===== src/rtl/decode_issue_queue.sv =====
// decode_issue_queue: circular FIFO receiving decoded instructions from the
// decode mux. Unpacks the 64-bit operand body of the head entry into register
// fields, an immediate and flags, and presents it through a valid/ready
// handshake. Raises an early stall and records overflow (the mux cannot be
// back-pressured).
module decode_issue_queue #(
   parameter int depth                   = 8,
   parameter int addressWidth            = 64,
   parameter int opcodeSize              = 12,
   parameter int funcUnitCodeSize        = 3,
   parameter int instructionCounterWidth = 64,
   parameter int instMinIdWidth          = 7,
   parameter int PidSize                 = 20,
   parameter int TidSize                 = 16,
   parameter int regSize                 = 5,
   parameter int A                       = 2**9,
   parameter int B                       = 2**1,
   parameter int D                       = 2**5
) (
   input  logic                               clock_i,
   input  logic                               reset_i,
   input  logic                               flush_i,
   input  logic                               enable_i,
   input  logic [24:0]                        instFormat_i,
   input  logic [opcodeSize-1:0]              opcode_i,
   input  logic [addressWidth-1:0]            address_i,
   input  logic [funcUnitCodeSize-1:0]        funcUnitType_i,
   input  logic [instructionCounterWidth-1:0] majID_i,
   input  logic [instMinIdWidth-1:0]          minID_i,
   input  logic [instMinIdWidth-1:0]          numMicroOps_i,
   input  logic                               is64Bit_i,
   input  logic [PidSize-1:0]                 pid_i,
   input  logic [TidSize-1:0]                 tid_i,
   input  logic [7:0]                         oprw_i,
   input  logic [3:0]                         opIsReg_i,
   input  logic                               modifiesCR_i,
   input  logic [63:0]                        body_i,
   output logic                               stall_o,
   output logic                               overflow_o,
   output logic                               badFormat_o,
   output logic                               valid_o,
   input  logic                               ready_i,
   output logic [24:0]                        instFormat_o,
   output logic [opcodeSize-1:0]              opcode_o,
   output logic [addressWidth-1:0]            address_o,
   output logic [funcUnitCodeSize-1:0]        funcUnitType_o,
   output logic [instructionCounterWidth-1:0] majID_o,
   output logic [instMinIdWidth-1:0]          minID_o,
   output logic [instMinIdWidth-1:0]          numMicroOps_o,
   output logic                               is64Bit_o,
   output logic [PidSize-1:0]                 pid_o,
   output logic [TidSize-1:0]                 tid_o,
   output logic [7:0]                         oprw_o,
   output logic [3:0]                         opIsReg_o,
   output logic                               modifiesCR_o,
   output logic [63:0]                        body_o,
   output logic [regSize-1:0]                 reg1_o,
   output logic [regSize-1:0]                 reg2_o,
   output logic [regSize-1:0]                 reg3_o,
   output logic [regSize-1:0]                 reg4_o,
   output logic [63:0]                        imm_o,
   output logic [3:0]                         flags_o
);

   localparam int          PTR_W = $clog2(depth);
   localparam int          CNT_W = PTR_W + 1;
   localparam logic [24:0] FMT_A = 25'(A);
   localparam logic [24:0] FMT_B = 25'(B);
   localparam logic [24:0] FMT_D = 25'(D);
   // MSB-first bit k of the body lives at body[63-k]
   localparam int          R1_HI = 63;
   localparam int          R2_HI = 63 - regSize;
   localparam int          R3_HI = 63 - 2 * regSize;
   localparam int          R4_HI = 63 - 3 * regSize;
   localparam int          IMM_HI = 63 - 2 * regSize;
   localparam int          FLG_HI = IMM_HI - 14;

   typedef struct packed {
      logic [24:0]                        instFormat;
      logic [opcodeSize-1:0]              opcode;
      logic [addressWidth-1:0]            address;
      logic [funcUnitCodeSize-1:0]        funcUnitType;
      logic [instructionCounterWidth-1:0] majID;
      logic [instMinIdWidth-1:0]          minID;
      logic [instMinIdWidth-1:0]          numMicroOps;
      logic                               is64Bit;
      logic [PidSize-1:0]                 pid;
      logic [TidSize-1:0]                 tid;
      logic [7:0]                         oprw;
      logic [3:0]                         opIsReg;
      logic                               modifiesCR;
      logic [63:0]                        body;
   } entry_t;

   entry_t           mem [depth];
   entry_t           in_entry;
   entry_t           head_entry;
   logic [PTR_W-1:0] head;
   logic [PTR_W-1:0] tail;
   logic [CNT_W-1:0] count;
   logic [CNT_W-1:0] count_next;
   logic             fmt_ok;
   logic             full;
   logic             push;
   logic             pop;
   logic             drop_full;

   assign in_entry = '{instFormat: instFormat_i, opcode: opcode_i, address: address_i,
                       funcUnitType: funcUnitType_i, majID: majID_i, minID: minID_i,
                       numMicroOps: numMicroOps_i, is64Bit: is64Bit_i, pid: pid_i,
                       tid: tid_i, oprw: oprw_i, opIsReg: opIsReg_i,
                       modifiesCR: modifiesCR_i, body: body_i};

   assign fmt_ok    = (instFormat_i == FMT_A) || (instFormat_i == FMT_B) || (instFormat_i == FMT_D);
   assign full      = (count == CNT_W'(depth));
   assign valid_o   = (count != '0);
   assign pop       = valid_o && ready_i && !flush_i;
   // A full queue still accepts a push when the head leaves in the same cycle
   assign push      = enable_i && fmt_ok && !flush_i && (!full || pop);
   assign drop_full = enable_i && fmt_ok && !flush_i && full && !pop;

   // Next occupancy; flush empties the queue regardless of push/pop
   always_comb begin
      count_next = count;
      if (flush_i) begin
         count_next = '0;
      end else if (push && !pop) begin
         count_next = count + CNT_W'(1);
      end else if (pop && !push) begin
         count_next = count - CNT_W'(1);
      end
   end

   // Pointer, occupancy and status flag registers
   always_ff @(posedge clock_i) begin
      if (reset_i) begin
         head        <= '0;
         tail        <= '0;
         count       <= '0;
         stall_o     <= 1'b0;
         overflow_o  <= 1'b0;
         badFormat_o <= 1'b0;
      end else begin
         count       <= count_next;
         stall_o     <= (count_next >= CNT_W'(depth - 2));
         badFormat_o <= enable_i && !fmt_ok;
         if (drop_full) begin
            overflow_o <= 1'b1;
         end
         if (flush_i) begin
            head <= '0;
            tail <= '0;
         end else begin
            if (push) begin
               tail <= tail + PTR_W'(1);
            end
            if (pop) begin
               head <= head + PTR_W'(1);
            end
         end
      end
   end

   // Entry storage, written at the tail on an accepted push
   always_ff @(posedge clock_i) begin
      if (!reset_i && push) begin
         mem[tail] <= in_entry;
      end
   end

   assign head_entry     = mem[head];
   assign instFormat_o   = head_entry.instFormat;
   assign opcode_o       = head_entry.opcode;
   assign address_o      = head_entry.address;
   assign funcUnitType_o = head_entry.funcUnitType;
   assign majID_o        = head_entry.majID;
   assign minID_o        = head_entry.minID;
   assign numMicroOps_o  = head_entry.numMicroOps;
   assign is64Bit_o      = head_entry.is64Bit;
   assign pid_o          = head_entry.pid;
   assign tid_o          = head_entry.tid;
   assign oprw_o         = head_entry.oprw;
   assign opIsReg_o      = head_entry.opIsReg;
   assign modifiesCR_o   = head_entry.modifiesCR;
   assign body_o         = head_entry.body;

   // Unpack the head body according to its instruction format
   always_comb begin
      reg1_o  = head_entry.body[R1_HI -: regSize];
      reg2_o  = head_entry.body[R2_HI -: regSize];
      reg3_o  = '0;
      reg4_o  = '0;
      imm_o   = '0;
      flags_o = '0;
      if (head_entry.instFormat == FMT_A) begin
         reg3_o = head_entry.body[R3_HI -: regSize];
         reg4_o = head_entry.body[R4_HI -: regSize];
      end else if (head_entry.instFormat == FMT_B) begin
         imm_o   = {{50{head_entry.body[IMM_HI]}}, head_entry.body[IMM_HI -: 14]};
         flags_o = head_entry.body[FLG_HI -: 4];
      end else if (head_entry.instFormat == FMT_D) begin
         imm_o = {{32{head_entry.body[IMM_HI]}}, head_entry.body[IMM_HI -: 32]};
      end
   end

endmodule


===== config.mk =====
export PLATFORM = sky130hd
export DESIGN_NAME = decode_issue_queue
export DESIGN_NICKNAME = d
export VERILOG_FILES = /design/src/rtl/decode_issue_queue.sv
export SDC_FILE = /design/constraint.sdc
export NUM_CORES = 2
export LEC_CHECK = 0
export CORE_ASPECT_RATIO = 1.2
export CORE_MARGIN = 4
export CORE_UTILIZATION = 45
export CTS_BUF_LIST = sky130_fd_sc_hd__clkbuf_4
export CTS_CLUSTER_DIAMETER = 120
export DETAILED_ROUTE_END_ITERATION = 16
export PLACE_DENSITY = 0.72
export SLEW_MARGIN = 20
export SYNTH_ARGS = -nofsm -noshare
export SYNTH_HDL_FRONTEND = slang
export SYNTH_SLANG_ARGS = --single-unit

===== constraint.sdc =====
create_clock -name clock_i -period 44.9 [get_ports clock_i]
set_input_delay 13.47 -clock clock_i [delete_from_list [all_inputs] [get_ports clock_i]]
set_output_delay 13.47 -clock clock_i [all_outputs]
set_load 0.01 [all_outputs]

==> results.yml <==
floorplan:
  die_w_um: 418
  core.rowCount: 180
  core-area_um2: 200000
  initial_utilization_pct: 45.2
  die_area_um2: 209000
  pin_count: 689
  die_height_um: 500
yosys:
  flop_and_latch_count_out_of_synthesis: 2384
  synthDominantAreaCellType: "edfxtp_1"
  mean_area_per_synthesized_cell_um2: 24.3
  synth_cell_type_count: 52
  synth_top_area_share_pct: 78.4
  syn_area_um2: 90600
  async_flop_share_pct: 0
  number_of_synthesized_flops_with_an_enable_pin: 2368
  sequential_to_total_area_share_from_yosys_stat_pct: 78.8
  synth-main-ff-cell: "edfxtp_1"
  synth_warnings: 0
  synth_fp_nets: 4028
  synthesis.instances: 3723
  ys_top_cells_by_area: "edfxtp_1 (78%), mux4_2 (15%), mux2_2 (3.7%), buf_1 (0.39%), buf_4 (0.37%)"
timing:
  fmax_mhz: 46.7
  tightest_slew_ps: 1100
  max_slew_headroom_at_the_worst_pin_pct: 26.6
  fin_setup_tns_ps: 0
  timing_max_transition_violations_final: 0
  holdWs_ps: 470
  report.final.hold_viol_count: 0
  post-route-period-util_pct: 47.7
  setup_repair_after_global_routing_missed_its_margin: "no"
  period_needed_ps: 21410
  timing.final.setup_violations: 0
  final.setup_skew_ps: 104
cells_and_area:
  synthToLayoutAreaGrowth_pct: 18.7
  instances_no_fill: 7911
  nNetsFinal: 5152
  drive_gt1_share_pct: 35.6
  layout.core_utilization_pct: 53.7
worst_setup_path:
  path_max_fanout: 63
  critPathArrivalTime_ps: 7940
  critical_path.max_stage_delay_ps: 970
  worstPathRequired_ps: 31430
  end_kind: "output pin"
  critPathLaunchType: "flop"
  cpMostUsedCell: "buf_4"
  critical_path.cell_chain: "buf_4, buf_4, buf_4, buf_4, buf_4, mux4_2, mux2_2, clkdlybuf4s50_1"
  critPathKind: "reg -> out"
  cpMaxStageDelayCell: "dfxtp_4"
power:
  power.density_cell_area_nw_per_um2: 39.0
  switch_share_pct: 20.0
  power_switching_mw: 0.838
  pwr-share-comb_pct: 1.2
  peakVddDrop_uv: 27.5
  cellLeakagePower_nw: 33.0
  power_report.internal_total_mw: 3.36
  seqPwrFrac_pct: 58.2
  p_clk_share_pct: 40.6
clock_tree:
  htree_num_levels: 6
  cts_made_buffers: 585
  cts_root_buf: "clkbuf_4"
  number_of_hold_repair_buffers_added_at_the_cts_stage: 0
  post_cts_buffers: 0
  cts_sinks: 2384
  tritoncts: "done"
  clock_path_buffers: 4
  clock_latency_at_the_later_pin_of_the_worst_skew_pair_ps: 1320
  clkTransAtPathRegs_ps: 70
  cts_resized: 0
global_route:
  groute.usage.overall_pct: 19.1
  antenna_violations_before_repair: 50
  overflow: 0
  grt_start_max_net_pins: 144
  vias_in_the_first_global_route: 46600
  global_route_wire_length_before_repair_um: 298000
detailed_routing:
  finalWirelength_um: 199000
  wire_per_inst_um: 25.2
  postRouteAntennaNets: 0
  vias_per_cell: 5.50
  drt_first_iter_violations: 3477
  drcViolationCount: 0
  tritonroute_pass_1_iters: 7
  vias: 43500
placed_design:
  routabilityCongestion: 0.772
  place.port_buffers: 688
  place_inst: 6898
  post-dp-hpwl_um: 113000
job:
  max_cap_viol_count: 0
min_path:
  min_path_type: "reg -> reg"
outcome:
  outcome: "complete, no violations"
## power by group through the flow
stage	logic (mW)	clock network, mW	registers, mW
6_report	0.0523	1.71	2.44
5_1_grt	0.0571	1.89	2.44
3_3_place_gp	0.0493	0	2.49
2_1_floorplan	0.000809	0	2.49
3_5_place_dp	0.0525	0	2.49
4_1_cts	0.0527	1.77	2.44
## flip-flops by register name (all words and copies together), names as in the netlist, named ones only
| name | cells |
|---|---|
| head | 3 |
| stall_o | 1 |
| count | 4 |
| tail | 3 |
| badFormat_o | 1 |
| mem | 2368 |
| overflow_o | 1 |
## routing by layer
metal	global-route usage (%)	part of all wire (%)	vias to the layer above	wire, um
met1	24.0	39	22900	77300
li1	-	-	18600	-
met2	31.4	51	1586	101000
met5	0	0.12	-	244
met3	5.89	7.8	349	15600
met4	6.98	2.5	32	4930
## path summary, 6_finish.rpt
kind	cells after the start	endpoint	from	slack [ps]
max	8	address_o[31]	flop	23490
min	2	flop	head[1]$_SDFFE_PP0N_	470
max reg2reg	9	mem[4][223]$_DFFE_PP_	count[0]$_SDFF_PP0_	39530
min reg2reg	2	flop	head[1]$_SDFFE_PP0N_	470
## through the flow
stage,setup WS (ps),total power [mW],instance area (um^2)
floorplan,735,2.49,90600
global placement,24550,2.54,100000
detailed placement,24520,2.54,100000
CTS,23090,4.26,108000
global route,22940,4.39,108000
finish,23490,4.20,108000
## logic make-up after synthesis
| family | Yosys count | synth area share [%] |
|---|---|---|
| flops | 2384 | 78.8 |
| mux | 891 | 18.4 |
| buf+inv | 236 | 1.25 |
| simple gates | 138 | 0.874 |
| compound gates | 64 | 0.545 |
| xor+xnor | 6 | 0.0580 |
| fa+ha+maj | 4 | 0.0552 |
## placed cells by master, fill, tap and decap left out, types with 32 or more instances in the layout
cell             Yosys  layout
diode_2              0      33
edfxtp_1          2368    2368
clkdlybuf4s50_1      0     688
clkbuf_4             0     832
buf_4               45      69
nand2_1             35      35
nor4_1              34      32
mux4_2             592     592
clkinv_1             0     110
mux2_2             297     297
## critical path: cells and delay by family (launching register included)
family	cells	cell delay (ps)
buffers and inverters	6	4670
flip-flops	1	970
multiplexers	2	680
## layout make-up
class                   count  area (um^2)
diodes                     33         82.6
clock buffers             832         6250
clock inverters           147          795
fillers                 15300        92800
inverters                   7         26.3
multi-input cells        1103        18100
flip-flops and latches   2384        71400
well taps                2639         3300
repair buffers            766         7580
## Yosys cell counts, types with 3 or more instances
master and instances:
or3_1 3, nor2_1 23, mux2_2 297, buf_1 94, inv_1 7, mux4_2 592, nand2b_1 5, a21oi_1 6
a2111oi_1 10, ha_1 4, edfxtp_1 2368, nand2_1 35, clkbuf_1 51, nand4_1 3, o21ai_0 6, buf_6 4
o32ai_1 3, xor2_1 4, nor3b_2 10, a22oi_1 13, buf_4 45, nor4_1 34, nor2b_1 4, dfxtp_1 16
nor3_1 7, a2111oi_0 8, buf_2 35
No activity file was read; power rests on OpenSTA's default activity.
